`config.mk`:
```
export PLATFORM = sky130hd
export DESIGN_NAME = paint_arbiter
export DESIGN_NICKNAME = d
export VERILOG_FILES = /design/src/rtl/paint_arbiter.sv
export SDC_FILE = /design/constraint.sdc
export NUM_CORES = 1
export LEC_CHECK = 0
export ABC_AREA = 1
export CORE_UTILIZATION = 55
export CTS_BUF_LIST = sky130_fd_sc_hd__clkbuf_8
export CTS_CLUSTER_DIAMETER = 60
export DETAILED_ROUTE_END_ITERATION = 16
export PLACE_DENSITY = 0.82
export REMOVE_ABC_BUFFERS = 1
export SYNTH_ARGS = -nofsm -noshare
export SYNTH_HDL_FRONTEND = slang
export SYNTH_SLANG_ARGS = --single-unit
```
`constraint.sdc`:
```
create_clock -name CLOCK_50 -period 5.6 [get_ports CLOCK_50]
set_input_delay 0.84 -clock CLOCK_50 [delete_from_list [all_inputs] [get_ports CLOCK_50]]
set_output_delay 0.84 -clock CLOCK_50 [all_outputs]
set_load 0.005 [all_outputs]
```
`src/rtl/paint_arbiter.sv`:
```
// Arbitrates board-clear, piece-move and single-cell paint jobs onto one cell painter.
// Each job becomes one or more kick/done handshakes with the painter, in the fixed priority clear > move > cell.
module paint_arbiter #(
    parameter int         COLS           = 10,
    parameter int         ROWS           = 20,
    parameter logic [8:0] PIECE_COLOR    = 9'h1C7,
    parameter logic [8:0] BG_COLOR       = 9'h1FF,
    parameter bit         CLEAR_ON_RESET = 1'b1
) (
    input  logic       CLOCK_50,
    input  logic       reset,
    input  logic       clear_req,
    input  logic       move_req,
    input  logic [3:0] old_x,
    input  logic [4:0] old_y,
    input  logic [3:0] new_x,
    input  logic [4:0] new_y,
    input  logic       cell_req,
    input  logic [3:0] cell_x,
    input  logic [4:0] cell_y,
    input  logic [8:0] cell_color,
    input  logic       done,
    input  logic       busy,
    output logic       kick,
    output logic [9:0] x0,
    output logic [8:0] y0,
    output logic [8:0] paint_color,
    output logic       clear_busy,
    output logic       move_ack,
    output logic       cell_ack,
    output logic       idle
);

    localparam logic [4:0] COLS_L = 5'(COLS);
    localparam logic [5:0] ROWS_L = 6'(ROWS);
    localparam logic [3:0] LAST_X = 4'(COLS - 1);
    localparam logic [4:0] LAST_Y = 5'(ROWS - 1);

    typedef enum logic [3:0] {
        IDLE, CLR_ISSUE, CLR_WAIT, ER_ISSUE, ER_WAIT,
        DR_ISSUE, DR_WAIT, CL_ISSUE, CL_WAIT
    } state_t;

    state_t     state;
    logic       clr_p, mv_p, cell_p;
    logic [3:0] mv_ox, mv_nx, act_nx, cl_x, sx;
    logic [4:0] mv_oy, mv_ny, act_ny, cl_y, sy;
    logic [8:0] cl_c;

    function automatic logic [9:0] map_x(input logic [3:0] cx);
        return {cx, 6'b0};
    endfunction

    // cy*24 as cy*16 + cy*8
    function automatic logic [8:0] map_y(input logic [4:0] cy);
        logic [8:0] t;
        t = {4'b0, cy};
        return (t << 4) + (t << 3);
    endfunction

    function automatic logic on_board(input logic [3:0] cx, input logic [4:0] cy);
        return ({1'b0, cx} < COLS_L) && ({1'b0, cy} < ROWS_L);
    endfunction

    logic in_idle, take_clr, take_mv, take_cell, clr_active, issuing;
    logic mv_coal, mv_ok, cell_ok;

    assign in_idle    = (state == IDLE);
    assign take_clr   = in_idle & clr_p;
    assign take_mv    = in_idle & ~clr_p & mv_p;
    assign take_cell  = in_idle & ~clr_p & ~mv_p & cell_p;
    assign clr_active = (state == CLR_ISSUE) || (state == CLR_WAIT);
    assign issuing    = (state == CLR_ISSUE) || (state == ER_ISSUE) ||
                        (state == DR_ISSUE)  || (state == CL_ISSUE);

    // A move arriving while another is still queued only retargets its destination.
    assign mv_coal = mv_p & ~take_mv;
    assign mv_ok   = on_board(new_x, new_y) & (mv_coal | on_board(old_x, old_y));
    assign cell_ok = on_board(cell_x, cell_y);

    assign kick       = issuing & ~busy;
    assign clear_busy = clr_p | clr_active;
    assign idle       = ~clear_busy & ~mv_p & ~cell_p & in_idle;

    always_ff @(posedge CLOCK_50) begin
        if (reset) begin
            state       <= IDLE;
            clr_p       <= CLEAR_ON_RESET;
            mv_p        <= 1'b0;
            cell_p      <= 1'b0;
            move_ack    <= 1'b0;
            cell_ack    <= 1'b0;
            x0          <= '0;
            y0          <= '0;
            paint_color <= '0;
            sx          <= '0;
            sy          <= '0;
        end else begin
            move_ack <= 1'b0;
            cell_ack <= 1'b0;

            if (clear_req && !clr_active) clr_p <= 1'b1;
            else if (take_clr)            clr_p <= 1'b0;

            if (move_req && mv_ok) begin
                mv_p  <= 1'b1;
                mv_nx <= new_x;
                mv_ny <= new_y;
                if (!mv_coal) begin
                    mv_ox <= old_x;
                    mv_oy <= old_y;
                end
            end else if (take_mv) begin
                mv_p <= 1'b0;
            end

            if (cell_req && cell_ok) begin
                cell_p <= 1'b1;
                cl_x   <= cell_x;
                cl_y   <= cell_y;
                cl_c   <= cell_color;
            end else if (take_cell) begin
                cell_p <= 1'b0;
            end

            // Painter command registers are loaded on entry to each ISSUE state and held through WAIT.
            case (state)
                IDLE: begin
                    if (take_clr) begin
                        sx          <= '0;
                        sy          <= '0;
                        x0          <= '0;
                        y0          <= '0;
                        paint_color <= BG_COLOR;
                        state       <= CLR_ISSUE;
                    end else if (take_mv) begin
                        act_nx <= mv_nx;
                        act_ny <= mv_ny;
                        if (mv_ox == mv_nx && mv_oy == mv_ny) begin
                            x0          <= map_x(mv_nx);
                            y0          <= map_y(mv_ny);
                            paint_color <= PIECE_COLOR;
                            state       <= DR_ISSUE;
                        end else begin
                            x0          <= map_x(mv_ox);
                            y0          <= map_y(mv_oy);
                            paint_color <= BG_COLOR;
                            state       <= ER_ISSUE;
                        end
                    end else if (take_cell) begin
                        x0          <= map_x(cl_x);
                        y0          <= map_y(cl_y);
                        paint_color <= cl_c;
                        state       <= CL_ISSUE;
                    end
                end
                CLR_ISSUE: if (!busy) state <= CLR_WAIT;
                CLR_WAIT: begin
                    if (done) begin
                        if (sx == LAST_X) begin
                            sx <= '0;
                            if (sy == LAST_Y) begin
                                state <= IDLE;
                            end else begin
                                sy    <= sy + 5'd1;
                                x0    <= '0;
                                y0    <= map_y(sy + 5'd1);
                                state <= CLR_ISSUE;
                            end
                        end else begin
                            sx    <= sx + 4'd1;
                            x0    <= map_x(sx + 4'd1);
                            state <= CLR_ISSUE;
                        end
                    end
                end
                ER_ISSUE: if (!busy) state <= ER_WAIT;
                ER_WAIT: begin
                    if (done) begin
                        x0          <= map_x(act_nx);
                        y0          <= map_y(act_ny);
                        paint_color <= PIECE_COLOR;
                        state       <= DR_ISSUE;
                    end
                end
                DR_ISSUE: if (!busy) state <= DR_WAIT;
                DR_WAIT: begin
                    if (done) begin
                        move_ack <= 1'b1;
                        state    <= IDLE;
                    end
                end
                CL_ISSUE: if (!busy) state <= CL_WAIT;
                CL_WAIT: begin
                    if (done) begin
                        cell_ack <= 1'b1;
                        state    <= IDLE;
                    end
                end
                default: state <= IDLE;
            endcase
        end
    end

endmodule

```
# Yosys cells after proc, flatten, opt, wreduce, memory -nomap -nowiden
# Cells that the tools add are included.
# totals
in_bits	43
regBits	91
ramBits	0
memories	0
elab_cells	165
romBits	0
latchBits	0
# classes
bitwise	24
n_mux	52
n_addsub	7
n_eq_ne	24
n_shift	0
magnitude_cmp	6
reduce_logical	32
multipliers	0
div_mod_pow	0
# op_table
operator	n
$mux W9	12
$mux W10	8
$mux W4	14
$add A9 B8 Y9	5
$pmux W4 S8	1
$pmux W10 S3	1
$pmux W9 S3	1
$mux W5	4
$pmux W9 S2	1
$eq A4 B3 Y1 const B	4
$lt A5 B5 Y1 const B	3
$ne A2 B2 Y1 const B	7
$lt A4 B4 Y1 const B	3
$and A1 B1 Y1	11
$not A1 Y1	11
$pmux W5 S2	1
$reduce_and A5 Y1	2
$reduce_and A3 Y1	3
$eq A4 B2 Y1 const B	2
$eq A4 B4 Y1 const B	2
$pmux W4 S2	1
$reduce_and A8 Y1	1
$reduce_bool A2 Y1	4
$reduce_or A2 Y1	4
21 further kinds	39

# Logic depth before layout (Yosys ltp)
# Gate-level depths: netlist of run 1.
# logic_depth
depth_word	9
mapped_depth	14
mapped_depth_nobuf	14

# Worst setup path before layout of run 1
# OpenSTA, ideal clock, no wires.
# synth_timing
path_kind	input to register
start	input old_y[3]
end	register mv_ox[0], enable pin
setup_slack_ps	3312
arrival_time_ps	1959
path_buffers	0
stages	7
path_cell_list	o21ai_0 nand2_1 nand2_1 nand4_1 nor2_1 nand2_1 inv_1
# synth_via
elab_chain_len	6
# synth_lines
element	line	source
start: declaration	15	input logic [4:0] old_y,
$lt A5 B5 Y1	62	return ({1'b0, cx} < COLS_L) && ({1'b0, cy} < ROWS_L);
$logic_and A1 B1 Y1	62	
$or A1 B1 Y1	78	assign mv_ok = on_board(new_x, new_y) & (mv_coal | on_board(old_x, old_y));
$and A1 B1 Y1	78	
$logic_and A1 B1 Y1	105	if (move_req && mv_ok) begin
$reduce_and A3 Y1 (no source line)	-	
end signal: assignment	110	mv_ox <= old_x;
end: declaration	46	logic [3:0] mv_ox, mv_nx, act_nx, cl_x, sx;
# No other way between the ends.
# A chain may end at the register's enable or synchronous reset.

# Final worst setup path of run 1
# layout_timing
start	register state[0]
end	output idle
# layout_via
elab_chain_len	7
elab_cells_between_ends	9
cone_classes	eq/ne: 2; bitwise: 5; reduce/logical: 2
# layout_lines
element	line	source
start: declaration	44	state_t state;
start signal: assignment	87	state <= IDLE;
start signal: assignment	135	state <= CLR_ISSUE;
start signal: assignment	143	state <= DR_ISSUE;
$eq A4 B1 Y1 / $eq A4 B2 Y1 (equally long branches)	72	assign clr_active = (state == CLR_ISSUE) || (state == CLR_WAIT);
$logic_or A1 B1 Y1	72	
$or A1 B1 Y1	82	assign clear_busy = clr_p | clr_active;
$not A1 Y1	83	assign idle = ~clear_busy & ~mv_p & ~cell_p & in_idle;
$and A1 B1 Y1 (2 in a row)	83	
$and A1 B1 Y1 (*)	83	
end: declaration	31	output logic idle
# Mark *: on every way between the ends. The rest lies on a longest branch, timed or not.

==> out/qor.txt, run 1 <==
Status: complete, no violations
Share of cells above drive strength 1: 0.106
Max cap viols: 0
Worst skew pair latency: 0.37 ns
Global router's overall resource usage: 0.247
Ys async rst share: 0
Setup TNS: 0 ns
Gate power share: 0.494
P&R area growth vs syn: 19.9%
CP Max Fanout: 6
Placed cell area: 5340 sq um
Clk pwr share: 0.171
Finished Layout Cells: 706
Post-cts resize count: 0
Mean Syn Cell Area: 8.77 sq um
Fin crit share: 0.502
CTS tree: built
Number of library cell types mapped by synthesis: 47
Final Net Count: 666
Hold Slack: 0.478 ns
Setup Buffers After CTS: 0
Bufs on Longest Clock Path: 2
Sw Ratio: 0.440
Rows: 33
Top-Level Pins: 76
DRC: 0
FF-to-FF setup slack: 3.04 ns
CP arrival: 1.97 ns
Crit path time final: 2.81 ns
Worst Setup End Kind: primary output
Core footprint: 8180 sq um
Final instance area: 5530 sq um
Synth top area share: 0.293
Chip Width: 93.6 um
Final-layout fill cell count: 662
Synth Warn #: 0
Starting density of the core: 0.564
Setup CP Type: reg2out
CTS buffer count: 9
Hold Vio Cnt, Final: 0
DR WL/cell: 14.2 um
Seq pwr share: 0.334
PortBufs: 66
Root Buffer: clkbuf_8
Top post-synthesis cells by count: 111 x nand2_1, 47 x inv_1, 45 x edfxtp_1
Min-Delay Path Class: reg2reg
Drt first pass iters: 5
Reg clk slew, reported paths: 0.10 ns
Pwr/cell area: 450 nW/um^2
Vias post-DR: 3785
Die ar.: 8750 sq um
Critical Path RT: 4.76 ns
Vias in the first global route: 3710
Area contributors post-synth: edfxtp_1 29%, dfxtp_1 16%, nand2_1 9.0%
Htree depth: 3
Top-count cell post-synth: nand2_1
Synth Register Bits: 82
Worst ir drop on vdd: 0.000294 V
Cell Int Power: 1.39 mW
Cts hold-fix bufs: 0
Worst Setup Start Kind: register
Worst-Margin Slew: 0.826 ns
Fin. max-slew vios: 0
Largest net degree at the start of global routing: 23
Cell Area, Synth: 4610 sq um
Top FF cell, synth: edfxtp_1
Cells after Synth: 526
Maximum achievable frequency: 0.356 GHz
Hpwl dp: 7.72 mm
First-pass GRT wire length: 16.6 mm
Avg Vias per Cell: 5.36
Dpl cells: 690
Initial antenna violation count: 0
Final setup skew: 0.0209 ns
Switching power: 1.09 mW
Routed wire length: 10.0 mm
Routed Antenna Nets: 0
Die Height: 93.6 um
Remaining Overflow, GRT: 0
# clock sinks: 82
Rel. slew slack: 0.447
Register area share after synthesis: 0.454
Number of synthesized flops with an enable pin: 45
RSZ-0062 raised after global routing: false
DRT iter0 DRCs: 117
Endpoints failing setup: 0
P_leak: 2.29 nW
Inserted Diodes: 0
Leading area contributor after synthesis: edfxtp_1
Placer congestion estimate: 0.950
## cell families (layout without fill, tap and decap cells)
logic type	Yosys count	after routing	share of synthesized area
simple gates	238	238	0.256
compound gates	95	95	0.118
flops	82	82	0.454
buf+inv	72	139	0.0706
fa+ha+maj	27	27	0.0798
xor+xnor	11	11	0.0209
other cells	1	9	0.000813
## metrics by stage
step | power [mW] | utilization | setup slack, ns
after floorplan | 1.69 | - | 3.31
after global placement | 2.02 | 0.653 | 2.59
after detailed placement | 2.06 | 0.653 | 2.43
after CTS | 2.48 | 0.676 | 2.78
after global routing | 2.66 | 0.676 | 2.57
final | 2.49 | 0.676 | 2.79
## final timing paths
check	startpoint	endpoint	cells past startpoint
setup / recovery	state[0]$_SDFFE_PP0P_	idle	4
hold / removal	paint_color[5]$_SDFFE_PP0P_	paint_color[5]$_SDFFE_PP0P_	2
setup reg to reg	state[0]$_SDFFE_PP0P_	mv_ox[3]$_DFFE_PP_	8
hold reg to reg	paint_color[5]$_SDFFE_PP0P_	paint_color[5]$_SDFFE_PP0P_	2
## cell type report
| class | count | area (sq um) | share of cell area |
|---|---|---|---|
| inverter | 55 | 214 | 0.0387 |
| sequential | 82 | 2090 | 0.379 |
| clock inverter | 7 | 66.3 | 0.0120 |
| tap | 105 | 131 | 0.0238 |
| multi-input combinational | 380 | 2220 | 0.402 |
| clock buffer | 9 | 124 | 0.0224 |
| timing repair buffer | 68 | 676 | 0.122 |
## flip-flops by register name (all words and copies together) (netlist names), 5 cells and up
register and count:
act_ny 5, cl_c 9, cl_y 5, mv_ny 5, mv_oy 5, paint_color 9, sy 5, y0 6
## cell usage in the layout (no fill, tap or decap), types with 3 or more instances in the layout
master           count
a211oi_1             3
clkdlybuf4s50_1     66
fa_1                 4
inv_6                3
nand3_1             40
xor2_1               4
o21ai_1             10
nor3_1               9
a21oi_1             38
nand2_2              6
nand2_1            111
xnor2_1              7
nand3_2              3
inv_2                5
a21oi_2              4
inv_8                3
nand2_4              3
dfxtp_1             37
edfxtp_1            45
nor2_4               7
nor2_1              36
o21ai_0             27
conb_1               9
nand4_1              6
nand3b_1             6
clkbuf_8             9
ha_1                23
inv_1               47
nor2_2               6
## per-layer routing
layer | global-route usage | vias to the layer above | part of all wire
met3 | 0.0398 | 16 | 0.040
li1 | - | 1909 | -
met5 | 0 | - | 0
met1 | 0.293 | 1751 | 0.44
met2 | 0.438 | 109 | 0.50
met4 | 0.109 | 0 | 0.020
## worst max-delay path, cell delays in order, from the launching register on
cell	delay, ns
dfxtp_1	0.41
nor2_4	0.25
nand3_2	0.17
nor2_4	0.23
clkdlybuf4s50_1	0.54
## power groups by stage
stage	registers (mW)	clock network [mW]	logic (mW)
3_3_place_gp	0.836	0	1.18
3_5_place_dp	0.841	0	1.22
5_1_grt	0.840	0.451	1.37
6_report	0.831	0.426	1.23
2_1_floorplan	0.824	0	0.866
4_1_cts	0.828	0.430	1.22
Power figures use the tool's default switching activity.
==> run 2, diff against run 1 <==
--- a/config.mk
+++ b/config.mk
@@ -6,11 +6,11 @@
 export NUM_CORES = 1
 export LEC_CHECK = 0
 export ABC_AREA = 1
-export CORE_UTILIZATION = 55
+export CORE_UTILIZATION = 50
 export CTS_BUF_LIST = sky130_fd_sc_hd__clkbuf_8
 export CTS_CLUSTER_DIAMETER = 60
 export DETAILED_ROUTE_END_ITERATION = 16
-export PLACE_DENSITY = 0.82
+export PLACE_DENSITY = 0.79
 export REMOVE_ABC_BUFFERS = 1
 export SYNTH_ARGS = -nofsm -noshare
 export SYNTH_HDL_FRONTEND = slang
==> constraint.sdc (replaced) <==
create_clock -name CLOCK_50 -period 2.3 [get_ports CLOCK_50]
set_input_delay 0.345 -clock CLOCK_50 [delete_from_list [all_inputs] [get_ports CLOCK_50]]
set_output_delay 0.345 -clock CLOCK_50 [all_outputs]
set_load 0.005 [all_outputs]
==> run 2 against run 1 <==
  * The run now ends with DRC left
  * Design area is 1.9% higher
  * Global-route usage fell by 2.7 points
  * Setup slack got worse by 2.7 ns
  * Combinational power grew to 2.5 times the previous value
==> out/qor.txt, run 2 (synthesis results as in run 1) <==
Drt first pass iters: 11
Vias post-DR: 3832
# clock sinks: 82
Pwr/cell area: 1130 nW/um^2
CP Max Fanout: 6
Final core utilization: 0.640
Hold path depth: 2
Root Buffer: clkbuf_8
Avg Vias per Cell: 5.34
Rows: 34
Min-Delay Path Class: reg2reg
CP arrival: 1.87 ns
Worst ir drop on vdd: 0.000471 V
Cell mode on critical path: nor2_4
Setup TNS: 0 ns
CP max stage delay: 0.55 ns
CTS buffer count: 9
Routed wire length: 10.2 mm
First-pass GRT wire length: 16.7 mm
Htree depth: 3
CP cell instances: nor2_4 > nand3_2 > nor2_4 > clkdlybuf4s50_1
Inserted Diodes: 0
RSZ-0062 raised after global routing: false
Worst Setup End Kind: primary output
Largest net degree at the start of global routing: 21
Maximum achievable frequency: 0.452 GHz
DR WL/cell: 14.3 um
Hold Slack: 0.470 ns
Top-Level Pins: 76
Initial antenna violation count: 0
Worst Setup Start Kind: register
Reg clk slew, reported paths: 0.09 ns
Final Net Count: 674
Max cap viols: 0
Chip Width: 98.0 um
Starting density of the core: 0.524
Die ar.: 9610 sq um
DRT iter0 DRCs: 164
FF-to-FF setup slack: 0.22 ns
Most frequent cells in the layout: 111 x nand2_1, 66 x clkdlybuf4s50_1, 47 x inv_1, 45 x edfxtp_1, 40 x nand3_1
Top Registers: cl_c (9), paint_color (9), y0 (6)
Most common cell after layout, fill and taps aside: nand2_1
Share of cells above drive strength 1: 0.122
Status: finished, violations left
Vias in the first global route: 3688
PortBufs: 66
Hold Vio Cnt, Final: 0
CTS tree: built
DRC: 2
Fin. max-slew vios: 0
Die Height: 98.0 um
Setup CP Type: reg2out
Placer congestion estimate: 0.942
P_leak: 2.35 nW
Crit path time final: 2.21 ns
Hpwl dp: 7.80 mm
Core footprint: 8810 sq um
Final setup skew: 0.0146 ns
Failing checks: DRC
Endpoints failing setup: 0
Remaining Overflow, GRT: 0
R2R depth: 11
Global router's overall resource usage: 0.220
Fin crit share: 0.963
P&R area growth vs syn: 22.2%
Routed Antenna Nets: 0
Bufs on Longest Clock Path: 2
Crit path max-delay cell type: clkdlybuf4s50_1
Critical Path RT: 1.96 ns
Worst skew pair latency: 0.36 ns
## run 2: cell types whose count changed in the layout (fill, tap and decap cells not counted)
| cell | delta |
|---|---|
| dfxtp_1 | -2 |
| bufinv_16 | +2 |
| inv_4 | -1 |
| clkinv_4 | +2 |
| buf_4 | +8 |
| dfxtp_2 | +2 |
| inv_6 | -1 |
| inv_8 | -2 |
## run 2: timing repair
action                     in CTS  in global routing
buffers inserted                0                  3
setup endpoints to repair       0                  4
gates resized for setup         0                  2
hold buffers                    0                  0
## run 2: cell type report
cell class / count / area, sq um
Multi-Input combinational cell: 380 / 2220
Clock buffer: 9 / 124
Fill cell: 731 / 3170
Inverter: 55 / 214
Tap cell: 108 / 135
Clock inverter: 7 / 106
Sequential cell: 82 / 2090
Timing Repair Buffer: 76 / 736
## run 2: worst paths after layout
path                            endpoint                   startpoint
min          paint_color[3]$_SDFFE_PP0P_  paint_color[3]$_SDFFE_PP0P_
max                                 idle        state[1]$_SDFFE_PP0P_
max reg2reg           y0[4]$_SDFFE_PP0P_        state[1]$_SDFFE_PP0P_
min reg2reg  paint_color[3]$_SDFFE_PP0P_  paint_color[3]$_SDFFE_PP0P_
## run 2: layer usage
metal,global-route usage,wire (um),vias to the layer above,share of wire
li1,-,-,1916,-
met1,0.275,4550,1807,0.44
met2,0.384,5130,95,0.50
met3,0.0344,401,14,0.039
met4,0.0804,162,0,0.016
met5,0,0,-,0
## run 2: report_power, final
part	total (mW)	switching, mW	internal, mW
Clock	1.21	0.584	0.631
Combinational	3.11	1.88	1.22
Sequential	2.02	0.222	1.80
Total	6.34	2.69	3.65
## run 2: critical path, delay by kind of cell (launching register included)
family                 cells  cell delay (ns)
AND/OR/NAND/NOR            3             0.56
buffers and inverters      1             0.55
flip-flops                 1             0.40
## run 2: metrics by stage
step	instance area (sq um)	setup slack, ns	power, mW	instances
CTS	5610	0.000218	6.25	714
finish	5630	0.0856	6.34	717
detailed placement	5380	0.223	5.04	698
floorplan	4530	0.335	4.12	517
global placement	5380	0.312	4.95	698
global route	5630	0.00662	6.79	717
